--- config.mk ---
export PLATFORM = sky130hd
export DESIGN_NAME = spi_peripheral
export DESIGN_NICKNAME = d
export VERILOG_FILES = /design/src/rtl/spi_pkg.sv /design/src/rtl/spi_sync.sv /design/src/rtl/spi_peripheral.sv
export SDC_FILE = /design/constraint.sdc
export NUM_CORES = 1
export LEC_CHECK = 0
export CAP_MARGIN = 5
export CORE_MARGIN = 5
export CORE_UTILIZATION = 52
export DETAILED_ROUTE_END_ITERATION = 16
export PLACE_DENSITY = 0.79
export SYNTH_ARGS = -nofsm -noshare
export SYNTH_HDL_FRONTEND = slang
export SYNTH_SLANG_ARGS = --single-unit
--- constraint.sdc ---
create_clock -name clock_in -period 2.7 [get_ports clock_in]
set_input_delay 0.405 -clock clock_in [delete_from_list [all_inputs] [get_ports clock_in]]
set_output_delay 0.405 -clock clock_in [all_outputs]
set_load 0.01 [all_outputs]
--- src/rtl/spi_pkg.sv ---
// rtl/spi_pkg.sv - shared SPI peripheral state encoding and opcode constants
`timescale 1ns/1ps
package spi_pkg;

    typedef enum logic [1:0] {
        ST_IDLE    = 2'd0,
        ST_OPCODE  = 2'd1,
        ST_OPERAND = 2'd2
    } spi_state_t;

    localparam logic [7:0] OP_CAPTURE     = 8'h20;
    localparam logic [7:0] OP_BYTES_AVAIL = 8'h21;
    localparam logic [7:0] OP_READ_DATA   = 8'h22;

endpackage

--- src/rtl/spi_sync.sv ---
// rtl/spi_sync.sv - multi-stage input synchroniser with preset idle level
`timescale 1ns/1ps
module spi_sync #(
    parameter int   STAGES    = 2,
    parameter logic RESET_VAL = 1'b0
) (
    input  logic clk,
    input  logic resetn,
    input  logic d,
    output logic q
);

    logic [STAGES-1:0] ff;

    // Shift the asynchronous input through the chain; preset to the idle level.
    always_ff @(posedge clk) begin
        if (!resetn) begin
            ff <= {STAGES{RESET_VAL}};
        end else begin
            ff <= {ff[STAGES-2:0], d};
        end
    end

    assign q = ff[STAGES-1];

endmodule

--- src/rtl/spi_peripheral.sv ---
// rtl/spi_peripheral.sv - SPI mode 0 peripheral with opcode/operand decode and response shifter
`timescale 1ns/1ps
module spi_peripheral
    import spi_pkg::*;
#(
    parameter int SYNC_STAGES = 2,
    parameter int COUNT_WIDTH = 32
) (
    input  logic                   clock_in,
    input  logic                   reset_n_in,
    input  logic                   sclk_in,
    input  logic                   cs_n_in,
    input  logic                   copi_in,
    output logic                   cipo_out,
    output logic [7:0]             op_code_out,
    output logic                   op_code_valid_out,
    output logic [7:0]             operand_out,
    output logic                   operand_valid_out,
    output logic [COUNT_WIDTH-1:0] operand_count_out,
    input  logic [7:0]             response_in,
    input  logic                   response_valid_in
);

    logic sclk_s, cs_n_s, copi_s;
    logic sclk_d, cs_n_d;
    logic sclk_rise, sclk_fall, cs_fall, cs_rise;
    logic [SYNC_STAGES-1:0] settle;
    logic armed;
    spi_state_t state, state_next;
    logic [2:0] bit_cnt;
    logic [7:0] rx_shift, rx_byte;
    logic       byte_done;
    logic [7:0] tx_shift;
    logic       tx_pending;

    spi_sync #(.STAGES(SYNC_STAGES), .RESET_VAL(1'b0)) u_sync_sclk (
        .clk(clock_in), .resetn(reset_n_in), .d(sclk_in), .q(sclk_s));
    spi_sync #(.STAGES(SYNC_STAGES), .RESET_VAL(1'b1)) u_sync_cs (
        .clk(clock_in), .resetn(reset_n_in), .d(cs_n_in), .q(cs_n_s));
    spi_sync #(.STAGES(SYNC_STAGES), .RESET_VAL(1'b0)) u_sync_copi (
        .clk(clock_in), .resetn(reset_n_in), .d(copi_in), .q(copi_s));

    assign sclk_rise = sclk_s & ~sclk_d;
    assign sclk_fall = ~sclk_s & sclk_d;
    assign cs_fall   = ~cs_n_s & cs_n_d;
    assign cs_rise   = cs_n_s & ~cs_n_d;
    assign rx_byte   = {rx_shift[6:0], copi_s};
    assign byte_done = (state != ST_IDLE) && sclk_rise && (bit_cnt == 3'd7);

    // Edge-detect history, plus arming: after reset the preset cs_n level is not a
    // real sample, so a transaction may only start once a genuine high cs_n is seen.
    always_ff @(posedge clock_in) begin
        if (!reset_n_in) begin
            sclk_d <= 1'b0;
            cs_n_d <= 1'b1;
            settle <= '0;
            armed  <= 1'b0;
        end else begin
            sclk_d <= sclk_s;
            cs_n_d <= cs_n_s;
            settle <= {settle[SYNC_STAGES-2:0], 1'b1};
            armed  <= armed | (settle[SYNC_STAGES-1] & cs_n_s);
        end
    end

    // State register.
    always_ff @(posedge clock_in) begin
        if (!reset_n_in) begin
            state <= ST_IDLE;
        end else begin
            state <= state_next;
        end
    end

    // Next-state logic; a cs_n rise always wins the state, the datapath still takes the byte.
    always_comb begin
        state_next = state;
        case (state)
            ST_IDLE:    if (cs_fall && armed) state_next = ST_OPCODE;
            ST_OPCODE:  if (cs_rise) state_next = ST_IDLE;
                        else if (byte_done) state_next = ST_OPERAND;
            ST_OPERAND: if (cs_rise) state_next = ST_IDLE;
            default:    state_next = ST_IDLE;
        endcase
    end

    // Receive shifter and opcode/operand decode.
    always_ff @(posedge clock_in) begin
        if (!reset_n_in) begin
            bit_cnt           <= 3'd0;
            rx_shift          <= 8'h00;
            op_code_out       <= 8'h00;
            op_code_valid_out <= 1'b0;
            operand_out       <= 8'h00;
            operand_valid_out <= 1'b0;
            operand_count_out <= '0;
        end else begin
            operand_valid_out <= 1'b0;
            if (state == ST_IDLE) begin
                bit_cnt <= 3'd0;
            end else if (sclk_rise) begin
                rx_shift <= rx_byte;
                bit_cnt  <= bit_cnt + 3'd1;
            end
            if (byte_done && state == ST_OPCODE) begin
                op_code_out       <= rx_byte;
                op_code_valid_out <= 1'b1;
            end else if (state == ST_IDLE) begin
                op_code_valid_out <= 1'b0;
            end
            if (byte_done && state == ST_OPERAND) begin
                operand_out       <= rx_byte;
                operand_valid_out <= 1'b1;
                if (operand_count_out != {COUNT_WIDTH{1'b1}}) begin
                    operand_count_out <= operand_count_out + COUNT_WIDTH'(1);
                end
            end else if (state == ST_IDLE) begin
                operand_count_out <= '0;
            end
        end
    end

    // Transmit shifter: the first sclk fall after a completed byte loads the response.
    always_ff @(posedge clock_in) begin
        if (!reset_n_in) begin
            tx_shift   <= 8'h00;
            tx_pending <= 1'b0;
            cipo_out   <= 1'b0;
        end else if (state == ST_IDLE) begin
            tx_shift   <= 8'h00;
            tx_pending <= 1'b0;
            cipo_out   <= 1'b0;
        end else begin
            if (byte_done && state == ST_OPERAND || byte_done && state == ST_OPCODE) begin
                tx_pending <= 1'b1;
            end
            if (sclk_fall) begin
                if (tx_pending) begin
                    tx_pending <= 1'b0;
                    cipo_out   <= response_valid_in ? response_in[7] : 1'b0;
                    tx_shift   <= response_valid_in ? {response_in[6:0], 1'b0} : 8'h00;
                end else begin
                    cipo_out <= tx_shift[7];
                    tx_shift <= {tx_shift[6:0], 1'b0};
                end
            end
        end
    end

endmodule

==> results of run 1 <==
## report_power, final
part | switching [mW] | internal [mW] | leakage (nW) | total (mW)
clock | 0.465 | 0.367 | 0.0897 | 0.832
combinational | 0.0199 | 0.0318 | 0.937 | 0.0517
sequential | 0.00429 | 1.22 | 0.663 | 1.22
total | 0.489 | 1.62 | 1.69 | 2.10
## synthesized netlist by cell type (2+ instances only)
cell       count
a211o_1        4
dfxtp_1       82
nand3b_1       2
and2_1         9
or2_2          4
nor2b_1       25
or4_1          2
o21ai_0        8
and3_1         4
nor2_1        28
ha_1           3
nand3_1       17
o22a_1         4
a21oi_1       14
a31oi_1       15
and4_1         2
mux2i_1       19
o2bb2ai_1      2
inv_1          5
clkbuf_1      20
a21boi_0       9
nand2b_1       9
nor4_1         8
or3_1          2
buf_1          2
a21o_1         6
o22ai_1        8
nor3_1        15
a22o_1         6
o211a_1        3
nand4_1        9
a211oi_1       7
nand2_1       34
## cells by family after synthesis
group / share of synthesized area, %
fa+ha+maj: 1.037
simple gates: 26.30
flops: 45.35
mux: 5.565
xor+xnor: 0.2420
compound gates: 18.35
buf+inv: 3.146
## sequential cells by signal, indices dropped and copies added, names as in the netlist
name / flops
operand_count_out: 32
op_code_out: 8
operand_out: 8
rx_shift: 7
tx_shift: 7
bit_cnt: 3
settle: 2
state: 2
u_sync_copi.ff: 2
u_sync_cs.ff: 2
u_sync_sclk.ff: 2
armed: 1
cipo_out: 1
cs_n_d: 1
op_code_valid_out: 1
operand_valid_out: 1
sclk_d: 1
tx_pending: 1
## area by class of cell
cell class,count,area [µm²]
clock buffer,10,137.6
clock inverter,6,46.29
fill,541,2207
inverter,5,18.77
multi-input combinational,295,1869
sequential,82,1642
tap,96,120.1
timing repair buffer,79,753.2
## per-stage QoR
| stage | cells | area [µm²] |
|---|---|---|
| after global placement | 557 | 4403 |
| final | 573 | 4587 |
| after floorplan | 406 | 3620 |
| after global routing | 573 | 4587 |
| after detailed placement | 557 | 4403 |
| after CTS | 573 | 4587 |
## layer usage
| metal | GRT usage [%] | up-vias | part of all wire, % |
|---|---|---|---|
| li1 | - | 1610 | - |
| met1 | 25.55 | 1491 | 45 |
| met2 | 31.80 | 120 | 47 |
| met3 | 4.666 | 11 | 7.7 |
| met4 | 6.227 | 0 | 1.2 |
| met5 | 0 | - | 0 |
## final timing paths
kind	cells after the start	slack (ns)	start	end
min	1	0.41	u_sync_cs.ff[0]	u_sync_cs.ff[1]
min reg2reg	1	0.41	u_sync_cs.ff[0]	u_sync_cs.ff[1]
max reg2reg	5	0.23	operand_count_out[8]	operand_count_out[31]
max	5	0.23	operand_count_out[8]	operand_count_out[31]
==> impl_results.md, run 1 <==
* Power Density at 458.8 mW/mm²
* DRT Pass-1 Iters at 5
* Final Hold Vio Count at 0
* # rows at 30
* I/O pin cnt at 65
* Die Wd at 93.43 µm
* CP cell instances: nand4_1 > or4_1 > or4_4 > o211a_1 > a211o_1
* Worst hold path class: reg -> reg
* Clk slew on worst S/H paths at 0.08 ns
* Status: completed
* Slew @ Worst Pin at 1.012 ns
* Synth top area share at 45.35%
* Yosys reg bits at 82
* Slew headroom at 32.41%
* Area leader, netlist: dfxtp_1
* Fmax at 0.4044 GHz
* MaxCap Viol Count at 0
* Clk sink count at 82
* DRC at 0
* Synth warn at 0
* Num CTS Buffers at 9
* Worst path top cell family by delay: simple AND/OR/NAND/NOR gates
* Vias post-DR at 3232
* Most common cell after layout, fill and taps aside: dfxtp_1
* Post-Syn Nets at 423
* Number of buffers and inverters on the critical path at 0
* Worst skew pair latency at 0.35 ns
* Cell area after synthesis at 0.003620 mm²
* DR vias/cell at 5.640
* WP data required at 2.95 ns
* First-pass GRT wire length at around 14 mm
* Commonest cells after routing, fill and taps aside: dfxtp_1, clkdlybuf4s50_1, nand2_1
* Post-CTS Setup Inserts at 0
* P_leak at 1.689 nW
* Vias in the first global route at 2913
* Setup Skew at 0.008154 ns
* WL final at 8.312 mm
* Die Height at about 93 µm
* Post-cts resize count at 0
* Syn Area/Cell at 8.916 µm²
* Final Cycle Share at about 92%
* DR WL/cell at 14.51 µm
* Worst path max stage delay at 0.62 ns
* Critical path startpoint category: register
* H-tree depth at 3
* Kind of capture point of the worst setup path: register
* IO Port Bufs at 64
* CP Max Fanout at 9
* Largest net degree at the start of global routing at 35
* Pre-CTS WS at 0.2592 ns
* Async set-reset flop share out of synthesis at 0%
* Final min period at 2.473 ns
* Root buffer cell: clkbuf_8
* Layout cells sized above 1 at roughly 9%
* Number of synthesized flops with an enable pin at 0
* Worst hold slack at 0.4124 ns
* GRT Util Overall at between 10% and 20%
* Core Region at 0.006794 mm²
* Area contributors post-synth: dfxtp_1, mux2i_1, nor2b_1
* Final nets at 489
* Iter 0 DRT Violations at 125
* CTS Buffer Depth at 2
* GRT Residual Overflow at 0
* Seq/Total Area, Yosys at 45.35%
* Max-slew violations at 0
* Mapped Cells at 406
* CTS tree: built
* Antenna-violating nets left at 0
* Cts hold-fix bufs at 0
* WP data arrival at 2.72 ns
* Initial Util at 53.28%
* Post-DP HPWL at 5.961 mm
* Power Total at roughly 2.1 mW
* Area Overhead vs Synth at 26.72%
* Antenna violations before repair at 0
* RSZ-0062 raised after global routing: no
* Critical setup path kind: reg -> reg
* VDD IR-drop max at 0.2591 mV
* Final Wtd Congestion at 0.9023
* # setup viols final at 0
* Util after Layout at 67.51%
* Library cells used by synthesis at between 50 and 60
* Ys flop type: dfxtp_1
* Fin Setup TNS at 0 ns
* PnR worst setup slack at 0.2273 ns
* DIE AREA at 0.008729 mm²
* CP max stage cell: or4_1
* Antenna Cells at 0
(Power assumes the default switching activity.)
==> run 2: changes to the inputs <==
Settings changed: CTS_CLUSTER_DIAMETER from default to 30.
==> results of run 2 <==
No change in the layout: final DEF, timing and power equal those of run 1.
==> run 3: changes to the inputs <==
Settings changed: SYNTH_HIERARCHICAL from default to 1.
==> run 3 against run 2 <==
  * Maximum frequency grew 3.7%
  * Critical endpoint is now operand_count_out[26]
  * Register-to-register slack gained 0.09 ns
  * Worst hold slack is essentially flat
  * Final area shrank 0.16%
  * Synthesized cell count grew 6.4%
  * Flip-flop and latch count is the same
  * Sequential share of layout area grew 0.059 points
  * Critical path depth grew 2
  * Die area grew 1.3%
  * Synthesized area grew 1.4%
  * Utilization shrank 0.48 points
==> impl_results.md, run 3 <==
* Mapped Cells at 432 (+6.4%)
* Power Density at 447.7 mW/mm² (-2.4%)
* Fin Setup TNS at 0 ns (unchanged)
* Synth top area share at 44.72% (-0.63 points)
* CP Max Fanout at 12 (+3)
* First-pass GRT wire length at 15.27 mm (+9.3%)
* Setup Skew at 0.005382 ns (-0.002772 ns)
* Final min period at 2.386 ns (-0.08710 ns)
* Status: completed
* Placed cells at 578 (+3.8%)
* DIE AREA at 0.008840 mm² (+1.3%)
* # rows at 30 (unchanged)
* Antenna violations before repair at 0 (unchanged)
* Die Wd at 94.02 µm (+0.63%)
* Slew headroom at 45.39% (+13 points)
* Die Height at 94.02 µm (+0.63%)
* IO Port Bufs at 64 (unchanged)
* CTS Buffer Depth at 2 (unchanged)
* Largest register FFs at 32 (unchanged)
* Synth warn at 6 (+6)
* Post-cts resize count at 0 (unchanged)
* P_leak at 1.539 nW (-8.9%)
* Core Region at 0.006832 mm² (+0.55%)
* Layout cells sized above 1 at 7.430% (-1.4 points)
* Kind of capture point of the worst setup path: register
* Worst skew pair latency at 0.35 ns (about the same)
* Area contributors post-synth: dfxtp_1, nand2_1, a21oi_1
* Multi-input logic area at 0.001911 mm² (+2.2%)
* Syn Area/Cell at 8.498 µm² (-4.7%)
* Vias in the first global route at 3247 (+11%)
* Commonest cells after routing, fill and taps aside: dfxtp_1, clkdlybuf4s50_1, nand2_1
* Clk slew on worst S/H paths at 0.08 ns (about the same)
* Most common cell after layout, fill and taps aside: dfxtp_1
* CTS tree: built
* # fillers at 580 (+7.2%)
* Pre-CTS WS at 0.4050 ns (+0.1457 ns)
* Clk pwr share at 37.7% (-1.8 points)
* CP max stage cell: dfxtp_1
* Worst hold path class: reg -> reg
* Cell depth of the worst min-delay path at 1 (unchanged)
* Root buffer cell: clkbuf_8
* GRT Util Overall at 21.42% (+1.9 points)
* CP cell instances: ha_1 > nand4_1 > nor4_2 > buf_4 > a31o_2 > nand2_1 > a31oi_1
* PnR worst setup slack at 0.3144 ns (+0.08710 ns)
* Yosys reg bits at 82 (unchanged)
* Flop pwr share at 59.5% (+1.5 points)
* Sw frac at 22.78% (-0.47 points)
* H-tree depth at 3 (unchanged)
* VDD IR-drop max at 0.3121 mV (+20%)
* # setup viols final at 0 (unchanged)
* Fmax at 0.4192 GHz (+3.7%)
* Post-CTS Setup Inserts at 0 (unchanged)
* Async set-reset flop share out of synthesis at 0% (unchanged)
* WP data arrival at 2.66 ns (-0.06 ns)
* Iter 0 DRT Violations at 289 (+130%)
* MaxCap Viol Count at 0 (unchanged)
* DRC at 0 (unchanged)
* DRT Pass-1 Iters at 5 (unchanged)
* Top reg by flops: operand_count_out
* Num CTS Buffers at 9 (unchanged)
* DR vias/cell at 5.753 (+2.0%)
* Seq/Total Area, Yosys at 44.72% (-0.63 points)
* Area leader, netlist: dfxtp_1
* Psw at 467.0 µW (-4.5%)
* Final Wtd Congestion at 0.9150 (+1.4%)
* Antenna-violating nets left at 0 (unchanged)
* Area Overhead vs Synth at 24.74%
* Clk sink count at 82 (unchanged)
* Post-Syn Nets at 449 (+6.1%)
* Critical path startpoint category: register
* Library cells used by synthesis at 54 (+3.8%)
* Final Cycle Share at 88.36% (-3.2 points)
* WL final at 9.142 mm (+10%)
* Slew @ Worst Pin at 0.8153 ns (-0.1964 ns)
* Largest net degree at the start of global routing at 55 (+57%)
* Final Hold Vio Count at 0 (unchanged)
* Vias post-DR at 3417 (+5.7%)
* GRT Residual Overflow at 0 (unchanged)
* Post-DP HPWL at 6.346 mm (+6.5%)
* Register area at 0.001642 mm² (unchanged)
* Number of synthesized flops with an enable pin at 0 (unchanged)
* Fin cells at 594 (+3.7%)
* Cell with the most instances after synthesis: dfxtp_1
* Worst path max stage delay at 0.44 ns (-0.18 ns)
* WP data required at 2.97 ns (+0.02 ns)
* Initial Util at 53.74% (+0.46 points)
* Combinational power share at 2.7% (+0.2 points)
* Largest registers in the final layout: operand_count_out: 32 flops, op_code_out: 8 flops, operand_out: 8 flops
* Synth cell count leaders: dfxtp_1, nand2_1, nor2_1
* RSZ-0062 raised after global routing: no
* Cell area after synthesis at 0.003671 mm² (+1.4%)
* Critical setup path kind: reg -> reg
* I/O pin cnt at 65 (unchanged)
* DR WL/cell at 15.39 µm (+6.1%)
* Final nets at 510 (+4.3%)
* Ys flop type: dfxtp_1
* Worst R2R Path Depth at 7 (+2)
* Max-slew violations at 0 (unchanged)
* Cts hold-fix bufs at 0 (unchanged)
* Internal at 1.583 mW (-2.0%)
* Antenna Cells at 0 (unchanged)
==> run 3: cell types whose count changed after synthesis, sizes merged, moves of 4 or more <==
cell | previous run | this run
a211o | 4 | 0
nand3 | 17 | 24
nor3 | 15 | 10
mux2i | 19 | 10
a22o | 6 | 0
a21boi | 9 | 15
nor2b | 25 | 19
o22ai | 8 | 0
o21ai | 8 | 16
a21oi | 14 | 25
nand2 | 34 | 59
==> run 3: metal layers <==
metal / part of all wire (%) / vias up / global-route usage, % / wire length, µm
li1: - / 1687 / - / -
met1: 46 / 1566 / 29.21 / 4230
met2: 45 / 143 / 31.87 / 4123
met3: 6.7 / 21 / 4.167 / 610
met4: 1.9 / 0 / 11.19 / 178
met5: 0 / - / 0 / 0
==> run 3: cell families (layout without fill, tap and decap cells) <==
kind of cell | count (synthesis) | count (layout) | synth area share, %
and+or+nand+nor | 198 | 198 | 28.70
DFF | 82 | 82 | 44.72
xor gates and xnor gates | 1 | 1 | 0.2386
buffers and inverters | 31 | 97 | 3.374
adders and majority gates | 3 | 3 | 1.023
AOI/OAI and AO/OA | 107 | 107 | 19.22
muxes | 10 | 10 | 2.727
==> run 3: final timing paths <==
| path | from | to | slack (ns) |
|---|---|---|---|
| worst max-delay path | operand_count_out[0] | operand_count_out[26] | 0.31 |
| worst min-delay path | u_sync_cs/ff[0] | u_sync_cs/ff[1] | 0.41 |
| worst max register to register | operand_count_out[0] | operand_count_out[26] | 0.31 |
| worst min register to register | u_sync_cs/ff[0] | u_sync_cs/ff[1] | 0.41 |
==> run 3: metrics by stage <==
stage	utilization, %	power [mW]	hold WS (ns)	area [µm²]
floorplan	-	1.277	0.3863	3671
global placement	64.56	1.304	0.3978	4410
detailed placement	64.56	1.305	0.3972	4410
CTS	67.03	2.065	0.4159	4579
global route	67.03	2.129	0.4324	4579
finish	67.03	2.050	0.4119	4579
==> run 3: critical path: cells and delay by family, from the launching register on <==
family	cells	cell delay, ns
simple gates	3	0.80
compound gates	2	0.62
flops	1	0.44
fa+ha+maj	1	0.26
buf+inv	1	0.19
==> run 3: power groups by stage <==
stage / logic (mW) / clock network (mW) / registers (mW)
2_1_floorplan: 0.0289 / 0 / 1.25
3_3_place_gp: 0.0550 / 0 / 1.25
3_5_place_dp: 0.0558 / 0 / 1.25
4_1_cts: 0.0564 / 0.788 / 1.22
5_1_grt: 0.0605 / 0.847 / 1.22
6_report: 0.0563 / 0.773 / 1.22
==> run 3: area by class of cell <==
| type | instances | area share, % |
|---|---|---|
| multi-input combinational | 319 | 41.72 |
| timing repair buffer | 73 | 15.46 |
| inverter | 8 | 0.6557 |
| clock buffer | 10 | 2.787 |
| tap | 96 | 2.623 |
| clock inverter | 6 | 0.9016 |
| sequential | 82 | 35.85 |
==> patch 1 (flow settings as in run 1) <==
Add an input register stage for `cs_n_in`, `copi_in`, `response_in` and `response_valid_in`, without a reset; this delays them by one clock.
--- a/src/rtl/spi_peripheral.sv
+++ b/src/rtl/spi_peripheral.sv
@@ -21,6 +21,18 @@
     input  logic                   response_valid_in
 );
 
+    logic cs_n_q;
+    logic copi_q;
+    logic [7:0] response_q;
+    logic response_valid_q;
+
+    always_ff @(posedge clock_in) begin
+        cs_n_q           <= cs_n_in;
+        copi_q           <= copi_in;
+        response_q       <= response_in;
+        response_valid_q <= response_valid_in;
+    end
+
     logic sclk_s, cs_n_s, copi_s;
     logic sclk_d, cs_n_d;
     logic sclk_rise, sclk_fall, cs_fall, cs_rise;
@@ -36,9 +48,9 @@
     spi_sync #(.STAGES(SYNC_STAGES), .RESET_VAL(1'b0)) u_sync_sclk (
         .clk(clock_in), .resetn(reset_n_in), .d(sclk_in), .q(sclk_s));
     spi_sync #(.STAGES(SYNC_STAGES), .RESET_VAL(1'b1)) u_sync_cs (
-        .clk(clock_in), .resetn(reset_n_in), .d(cs_n_in), .q(cs_n_s));
+        .clk(clock_in), .resetn(reset_n_in), .d(cs_n_q), .q(cs_n_s));
     spi_sync #(.STAGES(SYNC_STAGES), .RESET_VAL(1'b0)) u_sync_copi (
-        .clk(clock_in), .resetn(reset_n_in), .d(copi_in), .q(copi_s));
+        .clk(clock_in), .resetn(reset_n_in), .d(copi_q), .q(copi_s));
 
     assign sclk_rise = sclk_s & ~sclk_d;
     assign sclk_fall = ~sclk_s & sclk_d;
@@ -137,8 +149,8 @@
             if (sclk_fall) begin
                 if (tx_pending) begin
                     tx_pending <= 1'b0;
-                    cipo_out   <= response_valid_in ? response_in[7] : 1'b0;
-                    tx_shift   <= response_valid_in ? {response_in[6:0], 1'b0} : 8'h00;
+                    cipo_out   <= response_valid_q ? response_q[7] : 1'b0;
+                    tx_shift   <= response_valid_q ? {response_q[6:0], 1'b0} : 8'h00;
                 end else begin
                     cipo_out <= tx_shift[7];
                     tx_shift <= {tx_shift[6:0], 1'b0};
Formal check against the unedited RTL: no difference found for any inputs over 10 cycles, from zero or initial values and one cycle with reset_n_in low; that may be too few to reach the edited logic, so the function may still have changed.
==> patch 1 against run 1 <==
- via count is 5.0% higher
- synthesized area up 5.1%
- design area is 3.2% higher
- setup slack gained 0.064 ns
- sequential cell count increased by 11
- total power up 14%
- wire length increased by 5.0%
- synthesized cell count is 5.7% higher
==> patch 1: results <==
set metrics [dict create \
    dp_hpwl_mm 6.11 \
    clk_pin_slew_ns 0.09 \
    yosysSeqAreaShare_pct 48.9 \
    wl_mm 8.73 \
    drtIter0Drc 236 \
    met1_usage_pct 25.3 \
    port_buffers 64 \
    criticalPathCategory "flop to flop" \
    clockRootBuffer "clkbuf_8" \
    gr-usage-met2_pct 33.4 \
    reg2reg_slack_ns 0.29 \
    grt_start_max_net_pins 39 \
    vdd_drop_max_uv 449 \
    crit_fanout 10 \
    grt_pass1_wl_mm 14.6 \
    p_sw_share_pct 21.8 \
    globalplace.congestion 0.841 \
    largest_register_ffs 32 \
    finClkSkew_ns 0.00891 \
    fin_nets 505 \
    synth_async_sr_flop_share_pct 0 \
    fillers 597 \
    gr-usage-all-layers_pct 20.0 \
    antenna_found_initial 0 \
    min_to "u_sync_cs.ff[1]$_SDFF_PN1_" \
    power.leakage_nw 1.66 \
    hp-start "u_sync_cs.ff[0]$_SDFF_PN1_" \
    insertion_delay_ns 0.35 \
    ys_warn_count 0 \
    reg2regPathDepth 7 \
    drive_above_1_share_pct 7.30 \
    hold_depth 1 \
    dr.pass1.iters 5 \
    syn_nets 446 \
    synth_edf_count 0 \
    ys_top_cells_by_area "dfxtp_1, nand2_1, nor2_1" \
    status "complete, no violations" \
    slew_headroom_pct 23.3 \
    post-cts-setup-buffer-count 0 \
    post_synth_num_cell_types 51 \
    largest_register "operand_count_out" \
    cp-startpoint "operand_count_out[0]$_SDFFE_PN0P_" \
    synthFlopType "dfxtp_1" \
    grt_pass1_vias 3155 \
    wl_met1_mm 3.87 \
    synth_common_cells "dfxtp_1, nand2_1, nor2_1" \
    cp.arrival_ns 2.70 \
    hold_class "flop to flop" \
    top_layer_used "met4" \
    num_antenna_cells 0 \
    reg2reg_to "operand_count_out[9]$_SDFFE_PN0P_" \
    dr_total_vias 3392 \
    use_met3_pct 3.55 \
    whs_ns 0.417 \
    htreeDepth 3 \
    cts_resized 0 \
    dr_wl_met2_mm 4.23 \
    route.met3.wl_um 474 \
]
patch 1: cells by family (layout without fill, tap and decap cells):
family	after synthesis	after routing	synth area share, %
xor gates and xnor gates	1	1	0.230
buffers and inverters	27	91	2.99
AOI/OAI and AO/OA	104	104	19.2
muxes	9	9	2.37
and+or+nand+nor	192	192	25.3
DFF	93	93	48.9
adders and majority gates	3	3	0.987
patch 1: cell type report:
class	instances	area, um2	area share, %
Timing Repair Buffer	72	701	14.8
Tap cell	99	124	2.62
Sequential cell	93	1860	39.3
Multi-Input combinational cell	309	1830	38.6
Clock buffer	10	138	2.91
Inverter	3	11.3	0.238
Clock inverter	6	68.8	1.45
patch 1: metrics by stage:
stage | instance area (um2) | utilization (%) | instances | power [mW] | setup slack [ns]
global route | 4730 | 65.9 | 592 | 2.49 | 0.171
CTS | 4730 | 65.9 | 592 | 2.43 | 0.342
detailed placement | 4530 | 63.1 | 576 | 1.49 | 0.355
finish | 4730 | 65.9 | 592 | 2.41 | 0.292
global placement | 4530 | 63.1 | 576 | 1.49 | 0.403
floorplan | 3800 | - | 429 | 1.46 | 0.435
patch 1: power groups by stage:
stage | combinational [mW] | sequential (mW) | clock (mW)
floorplan | 0.0342 | 1.42 | 0
global placement | 0.0609 | 1.43 | 0
detailed placement | 0.0618 | 1.43 | 0
CTS | 0.0620 | 1.39 | 0.974
global route | 0.0679 | 1.40 | 1.03
finish | 0.0615 | 1.39 | 0.950
patch 1: worst max-delay path, cell delays in order, from the launching register on:
cell and delay (ns):
dfxtp_1 0.43, ha_1 0.24, and3_1 0.23, nand4_2 0.26, or4_4 0.66, a21oi_4 0.33
nor2_1 0.09, nor2_1 0.11
==> patch 2 (flow settings as in run 1) <==
Without the edit above. `SYNC_STAGES`: 2 -> 4.
--- a/src/rtl/spi_peripheral.sv
+++ b/src/rtl/spi_peripheral.sv
@@ -3,7 +3,7 @@
 module spi_peripheral
     import spi_pkg::*;
 #(
-    parameter int SYNC_STAGES = 2,
+    parameter int SYNC_STAGES = 4,
     parameter int COUNT_WIDTH = 32
 ) (
     input  logic                   clock_in,
Behaviour: same outputs for any inputs over 10 cycles, from zero or initial values and one cycle with reset_n_in low; that may be too few to reach the edited logic, so the function may still have changed.
==> patch 2 against run 1 <==
- highest routed layer unchanged
- synthesized area up 5.5%
- global-route usage up 1.2 points
- synthesized cell count up 6.9%
- largest cell class unchanged
- total power up 8.3%
- setup slack worse by 0.024 ns
- via count up 7.5%
- largest power group unchanged
- design area up 3.0%
- critical path type unchanged
- wire length up 9.7%
- sequential share of layout area up 2.4 points
- sequential cell count up 8
==> patch 2: results <==
set metrics [dict create \
    pwr.group.sequential_mw 1.34 \
    seq_share_pct 38.1 \
    met1_usage_pct 26.1 \
    fillers 599 \
    nNonClkBuffers 71 \
    buf_share_pct 14.7 \
    fin_nets 509 \
    power.leakage_nw 1.64 \
    gr-usage-all-layers_pct 20.8 \
    syn_nets 451 \
    drtIter0Drc 203 \
    clock_area_share_pct 4.05 \
    cts.sinks 90 \
    multi_input_area_share_pct 39.8 \
    use_met3_pct 3.71 \
    slew_headroom_pct 40.4 \
    wl_met1_mm 3.91 \
    inverters_excl_clock 9 \
    comb-power_mw 0.0493 \
    grt_pass1_wl_mm 14.9 \
    route.met3.wl_um 527 \
    status "complete, no violations" \
    cp.arrival_ns 2.79 \
    whs_ns 0.417 \
    reg2reg_slack_ns 0.20 \
    ys_top_cells_by_area "dfxtp_1, mux2i_1, a21oi_1" \
]
[patch 2: cell count changes in the layout (fill, tap and decap cells not counted), sizes merged, moves of 9 or more]
cell / run 1 / this run
nor2: 29 / 42
a21boi: 9 / 0
nor2b: 25 / 3
a21oi: 14 / 30
[patch 2: metrics by stage]
| stage | area [um2] | setup WS [ns] | instances | total power, mW |
|---|---|---|---|---|
| 3_5_place_dp | 4530 | 0.246 | 580 | 1.42 |
| 4_1_cts | 4720 | 0.206 | 596 | 2.30 |
| 2_1_floorplan | 3820 | 0.630 | 434 | 1.39 |
| 3_3_place_gp | 4530 | 0.305 | 580 | 1.42 |
| 6_report | 4720 | 0.203 | 596 | 2.28 |
| 5_1_grt | 4720 | 0.00750 | 596 | 2.36 |
[patch 2: cell families (layout without fill, tap and decap cells)]
logic type	after synthesis	count (layout)	synth area share (%)
buf+inv	33	96	3.74
xor+xnor	7	7	1.61
fa+ha+maj	3	3	0.983
mux	17	17	4.46
simple gates	186	186	25.8
flops	90	90	47.2
compound gates	98	98	16.2
